--- config.mk ---
export PLATFORM = sky130hd
export DESIGN_NAME = fifo_reader
export DESIGN_NICKNAME = d
export VERILOG_FILES = /design/src/rtl/fifo_reader.sv
export SDC_FILE = /design/constraint.sdc
export NUM_CORES = 1
export LEC_CHECK = 0
export BUFFER_PORTS_ARGS = -buffer_cell sky130_fd_sc_hd__buf_2
export CORE_MARGIN = 4
export CORE_UTILIZATION = 25
export CTS_CLUSTER_DIAMETER = 100
export DETAILED_ROUTE_END_ITERATION = 7
export PLACE_DENSITY = 0.51
export SLEW_MARGIN = 20
export SYNTH_ARGS = -nofsm -noshare
export SYNTH_HDL_FRONTEND = slang
export SYNTH_SLANG_ARGS = --single-unit
--- constraint.sdc ---
create_clock -name rclk -period 2.9 [get_ports rclk]
set_input_delay 0.58 -clock rclk [delete_from_list [all_inputs] [get_ports rclk]]
set_output_delay 0.58 -clock rclk [all_outputs]
set_load 0.02 [all_outputs]
--- src/rtl/fifo_reader.sv ---
// Drains a FIFO read port into a valid/ready stream through a 2-entry skid buffer.
// Pop-to-m_valid latency 1 cycle; pops stop when the buffer is full, so m_ready never reaches rinc.
module fifo_reader #(
    parameter int DATASIZE = 8,
    parameter int CNTW     = 16
) (
    input  logic                rclk,
    input  logic                rrst_n,
    input  logic                en,
    input  logic                flush,
    input  logic                rempty,
    input  logic [DATASIZE-1:0] rdata,
    output logic                rinc,
    output logic                m_valid,
    output logic [DATASIZE-1:0] m_data,
    input  logic                m_ready,
    output logic [CNTW-1:0]     rd_count,
    output logic                busy
);

    typedef enum logic [1:0] {
        IDLE  = 2'd0,
        RUN   = 2'd1,
        FLUSH = 2'd2
    } state_t;

    state_t              state;
    state_t              state_nxt;
    logic [DATASIZE-1:0] buf0;
    logic [DATASIZE-1:0] buf1;
    logic [1:0]          occ;
    logic                capture;
    logic                handshake;

    always_comb begin
        state_nxt = state;
        if (flush) begin
            state_nxt = FLUSH;
        end else begin
            case (state)
                IDLE:    if (en)     state_nxt = RUN;
                RUN:     if (!en)    state_nxt = IDLE;
                FLUSH:   if (rempty) state_nxt = IDLE;
                default:             state_nxt = IDLE;
            endcase
        end
    end

    // Occupancy-gated pop keeps m_ready off the rinc path.
    always_comb begin
        rinc = 1'b0;
        if (!rempty) begin
            if (state == RUN && occ < 2'd2) rinc = 1'b1;
            if (state == FLUSH)             rinc = 1'b1;
        end
    end

    // A pop coinciding with a flush request is discarded along with the buffer.
    assign capture   = rinc && (state == RUN) && !flush;
    assign m_valid   = (occ != 2'd0);
    assign m_data    = buf0;
    assign handshake = m_valid && m_ready;
    assign busy      = (state != IDLE) || m_valid;

    always_ff @(posedge rclk or negedge rrst_n) begin
        if (!rrst_n) begin
            state <= IDLE;
        end else begin
            state <= state_nxt;
        end
    end

    always_ff @(posedge rclk or negedge rrst_n) begin
        if (!rrst_n) begin
            occ  <= 2'd0;
            buf0 <= '0;
            buf1 <= '0;
        end else if (flush || state == FLUSH) begin
            occ <= 2'd0;
        end else begin
            case ({capture, handshake})
                2'b10: begin
                    if (occ == 2'd0) buf0 <= rdata;
                    else             buf1 <= rdata;
                    occ <= occ + 2'd1;
                end
                2'b01: begin
                    buf0 <= buf1;
                    occ  <= occ - 2'd1;
                end
                2'b11: begin
                    // Head leaves while a new word arrives: shift and refill, occupancy unchanged.
                    if (occ == 2'd1) begin
                        buf0 <= rdata;
                    end else begin
                        buf0 <= buf1;
                        buf1 <= rdata;
                    end
                end
                default: ;
            endcase
        end
    end

    always_ff @(posedge rclk or negedge rrst_n) begin
        if (!rrst_n) begin
            rd_count <= '0;
        end else if (capture && rd_count != {CNTW{1'b1}}) begin
            rd_count <= rd_count + 1'b1;
        end
    end

endmodule

After elaboration in Yosys (flattened, before gate mapping)
Cells that the tools add are included.
{"block": "totals", "ff_bits": 36, "inputBits": 14, "output_inout_bits": 27, "elab_cells": 57}
{"block": "classes", "n_addsub": 3, "n_lt_le_gt_ge": 1, "eq_ne": 13, "mux": 16, "n_bitwise": 1, "n_reduce_logical": 18}
{"cell": "two-way mux 8 bit", "n": 4}
{"cell": "case mux 8 bit (3 select lines)", "n": 1}
{"cell": "adder 16 x 1 -> 16 bit (second input constant)", "n": 1}
{"cell": "inequality test 16 bit (second input constant)", "n": 1}
{"cell": "case mux 8 bit (2 select lines)", "n": 1}
{"cell": "two-way mux 2 bit", "n": 5}
{"cell": "inequality test 3 bit (second input constant)", "n": 3}
{"cell": "equality test 2 x 1 -> 1 bit (second input constant)", "n": 3}
{"cell": "equality test 2 bit (second input constant)", "n": 3}
{"cell": "inequality test 2 bit (second input constant)", "n": 3}
{"cell": "case mux 2 bit (3 select lines)", "n": 1}
{"cell": "AND reduction 3 bit", "n": 2}
{"cell": "nonzero test 2 bit", "n": 3}
{"cell": "nonzero test 3 bit", "n": 2}
{"cell": "logical AND 1 bit", "n": 5}
{"cell": "zero test 2 bit", "n": 2}
{"cell": "case mux 2 bit (2 select lines)", "n": 1}
{"cell": "AND reduction 4 bit", "n": 1}
{"cell": "two-way mux 1 bit", "n": 3}
{"cell": "adder 2 x 1 -> 2 bit (second input constant)", "n": 1}
{"cell": "logical OR 1 bit", "n": 2}
{"cell": "< comparator 2 bit (second input constant)", "n": 1}
{"cell": "subtractor 2 x 1 -> 2 bit (second input constant)", "n": 1}
{"cell": "zero test 1 bit", "n": 1}
{"cell": "NOT 1 bit", "n": 1}

Depth between registers and ports, before layout
{"block": "logic_depth", "word_depth": 10, "ltp_mapped": 6, "mapped_depth_nobuf": 6}

Least setup slack after synthesis
OpenSTA, ideal clock, no wires.
{"block": "synth_timing", "kind": "register to register", "from": "register occ[0]", "to": "register buf0[0], in the netlist m_data[0]", "setup_time_ps": 125, "arrival_ps": 1946, "t_required_ps": 2775, "slack_ps": 829, "stages_incl_launch_ff": 7, "path_buffers": 0, "synth_period_minus_slack_ps": 2071, "path_cell_list": "dfrtp_1 > inv_1 > ha_1 > nand2b_1 > a31oi_1 > mux2_2 > mux2_2"}
{"block": "synth_via", "elab_chain_cells": 10, "word_cells_on_any_way": 19, "classes_between": "order compare (1); eq/ne (5); mux (5); reduce/logical (8)"}
{"element": "start: declaration", "line": "31", "rtl": "logic [1:0] occ;"}
{"element": "start signal: assignment", "line": "85", "rtl": "occ <= occ + 2'd1;"}
{"element": "start signal: assignment", "line": "89", "rtl": "occ <= occ - 2'd1;"}
{"element": "< comparator 2 bit", "line": "53", "rtl": "if (state == RUN && occ < 2'd2) rinc = 1'b1;"}
{"element": "logical AND 1 bit", "line": "53"}
{"element": "two-way mux 1 bit", "line": "53"}
{"element": "two-way mux 1 bit", "line": "54", "rtl": "if (state == FLUSH) rinc = 1'b1;"}
{"element": "two-way mux 1 bit", "line": "52", "rtl": "if (!rempty) begin"}
{"element": "logical AND 1 bit (2 in a row)", "line": "59", "rtl": "assign capture = rinc && (state == RUN) && !flush;"}
{"element": "equality test 2 bit / equality test 2 x 1 -> 1 bit (equally long branches)", "line": "81", "rtl": "case ({capture, handshake})"}
{"element": "inequality test 2 bit (no source line) / nonzero test 3 bit (equally long branches)"}
{"element": "AND reduction 3 bit (no source line)"}
{"element": "end signal: assignment", "line": "83", "rtl": "if (occ == 2'd0) buf0 <= rdata;"}
{"element": "end signal: assignment", "line": "88", "rtl": "buf0 <= buf1;"}
{"element": "end signal: assignment", "line": "94", "rtl": "buf0 <= rdata;"}
{"element": "end: declaration", "line": "29", "rtl": "logic [DATASIZE-1:0] buf0;"}
Several ways; a longest one is shown, not always the timed one.
A chain may end at the register's enable or synchronous reset.

Worst setup path in the final report
{"block": "layout_timing", "from": "register occ[1]", "to": "output port busy"}
{"block": "layout_via", "elab_chain_cells": 2}
{"element": "nonzero test 2 bit", "line": "60", "rtl": "assign m_valid = (occ != 2'd0);"}
{"element": "logical OR 1 bit", "line": "63", "rtl": "assign busy = (state != IDLE) || m_valid;"}
{"element": "end: declaration", "line": "18", "rtl": "output logic busy"}
Every way passes these cells.

==> results.md <==
- Outcome: completed
- Longest Clk Path Bufs: 2
- Final #Nets: 208
- GRT Total Usage: 0.0982
- Peak VDD IR: 182 uV
- Most frequent cells after synthesis: 36 x dfrtp_1, 25 x mux2_2, 14 x xor2_1, 10 x nor3_1, 7 x nand2_1
- Most area-hungry cell type in the Yosys netlist: dfrtp_1
- RePlAce Congestion: 0.662
- Arr. time, crit path: 1.55 ns
- Worst path top cell family by delay: flip-flops
- CP Class: reg2out
- Initial antenna violation count: 0
- Share of cells above drive strength 1: 0.411
- Worst Tran Pin Value: 0.801 ns
- Worst path cell trace: inv_1 > ha_1 > inv_1 > or3_1 > buf_2
- Final WL: 3.89 mm
- Post-Syn Area: 1740 sq um
- Via density: 4.29
- CP endpoint kind: primary output
- Hold-fix buffers, CTS: 0
- Post-synthesis instance total: 144
- PortBufs: 40
- Total core area: 6790 sq um
- Layout Skew: 0.00834 ns
- Number of buffers created by CTS: 5
- Ports: 41
- RSZ-0062 raised after global routing: false
- Diode count: 0
- Yosys reg bits: 36
- HP Class: in2async
- Final Hold Viols: 0
- Final period util: 0.736
- Initial core utilization: 0.256
- Fin. max-slew vios: 0
- Async S/R FF share, synth: 1.00
- Vias in the first global route: 1260
- Final Setup Violations: 0
- Ranking of synthesized cells by area: dfrtp_1 52%, mux2_2 16%, xor2_1 7.0%
- Total chip power: 0.996 mW
- # resized after CTS: 0
- Routed vias: 1235
- Post-synthesis sequential area ratio: 0.517
- Required @ worst endpoint: 2.32 ns
- DRC viols: 0
- Sink Count: 36
- Clock Latency Late Sink: 0.29 ns
- Crit Path Max Fanout: 5
- CP max-delay cell: dfrtp_1
- Number of detailed-route iterations in the first pass: 4
- Ys flop type: dfrtp_1
- Crit-path most repeated cell: inv_1
- Top-count cell post-synth: dfrtp_1
- Count of cell types in the netlist: 30
- Period minus WS final: 2.13 ns
- Worst Reg-to-Reg Cells: 4
- Crit path depth: 5
- Pwr Density: 462 nW/um^2
- 1st-iter DRT viols: 57
- Largest net degree at the start of global routing: 37
- CTS tree: yes
- Max_cap viols: 0
- Critical Path Max Stage Delay: 0.41 ns
- Area of the die: 8370 sq um
- WL/cell: 13.5 um
- Synth top area share: 0.517
- Max transition margin: 0.466
- Critical Path Start Type: flip-flop
- Area delta synth->final: 23.7%
- Antenna viol nets, final: 0
- WP buf/inv: 3
- Number of cell rows: 30
- Mapped Avg Cell Area: 12.1 sq um
- Total number of yosys warnings: 0
- GRT Residual Overflow: 0
- Setup Buffers After CTS: 0
- Setup tns final: 0 ns
- Hpwl dp: 2.77 mm
- Leak: 1.10 nW
- Clock transition at the registers of the reported paths: 0.08 ns
- H-tree levels: 2
- Syn Nets: 161
- Die Ht: 91.5 um
- Die X: 91.5 um
- Max Freq: 468 MHz
- Clk root buf: clkbuf_8
- First-pass GRT wire length: 6.57 mm
- Post-synth EDFFs: 0
==> worst paths after layout <==
check	from	endpoint	slack, ns
worst max register to register	state[1]$_DFFE_PN0P_	buf1[0]$_DFFE_PN0P_	0.79
worst max-delay path	occ[1]$_DFFE_PN0P_	busy	0.77
worst min register to register	rd_count[15]$_DFFE_PN0P_	rd_count[15]$_DFFE_PN0P_	0.49
max in group asynchronous	rrst_n	rd_count[8]$_DFFE_PN0P_	2.02
min in group rclk	flush	state[0]$_DFFE_PN0P_	0.48
worst min-delay path	rrst_n	buf1[1]$_DFFE_PN0P_	0.37
==> placed cells by master, fill, tap and decap left out, types with 3 or more instances in the layout <==
cell type	instances
and3_1	3
buf_2	40
clkbuf_8	5
dfrtp_1	36
ha_1	3
inv_1	3
mux2_2	25
nand2_1	7
nand2b_1	3
nand3_1	4
nand4_1	6
nor2_1	4
nor3_1	10
nor3b_1	4
xor2_1	14
==> sequential cells by signal (all words and copies together) (netlist names) <==
| register | flops |
|---|---|
| occ | 2 |
| rd_count | 16 |
| m_data | 8 |
| buf1 | 8 |
| state | 2 |
==> worst reg2reg max path: cells and delay by family, from the launching register on <==
family / cells / cell delay [ns]
simple gates: 2 / 0.76
flops: 1 / 0.42
compound gates: 1 / 0.50
mux: 1 / 0.33
==> where the power goes <==
group	internal (mW)	total [mW]	leakage [nW]	switching [mW]
Clock	0.168	0.359	0.0479	0.192
Combinational	0.0390	0.0961	0.556	0.0571
Sequential	0.520	0.540	0.492	0.0204
Total	0.727	0.996	1.10	0.269
==> per-layer routing <==
metal,wire length [um],track usage
met5,0,0
met2,1780,0.149
met4,43,0.0339
met1,1860,0.130
met3,212,0.0331
==> logic make-up after synthesis <==
logic type	count (synthesis)	synth area share
fa+ha+maj	3	0.0216
compound gates	8	0.0316
buf+inv	5	0.0122
xor+xnor	16	0.0805
simple gates	51	0.175
flops	36	0.517
mux	25	0.162
==> metrics by stage <==
step	hold slack, ns	util	cells	setup slack (ns)	area [sq um]
after global placement	0.480	0.304	280	0.707	2070
after CTS	0.411	0.317	288	0.729	2150
final	0.374	0.317	288	0.765	2150
after global routing	0.455	0.317	288	0.615	2150
after floorplan	0.284	-	144	0.829	1740
after detailed placement	0.491	0.304	280	0.658	2070
==> area by class of cell <==
class	instances	area (sq um)
clock inverters	3	18.8
clock buffers	5	68.8
multi-input cells	103	820
repair buffers	42	215
well taps	96	120
fillers	702	4640
inverters	3	11.3
flip-flops and latches	36	901
No activity file was read; power rests on OpenSTA's default activity.
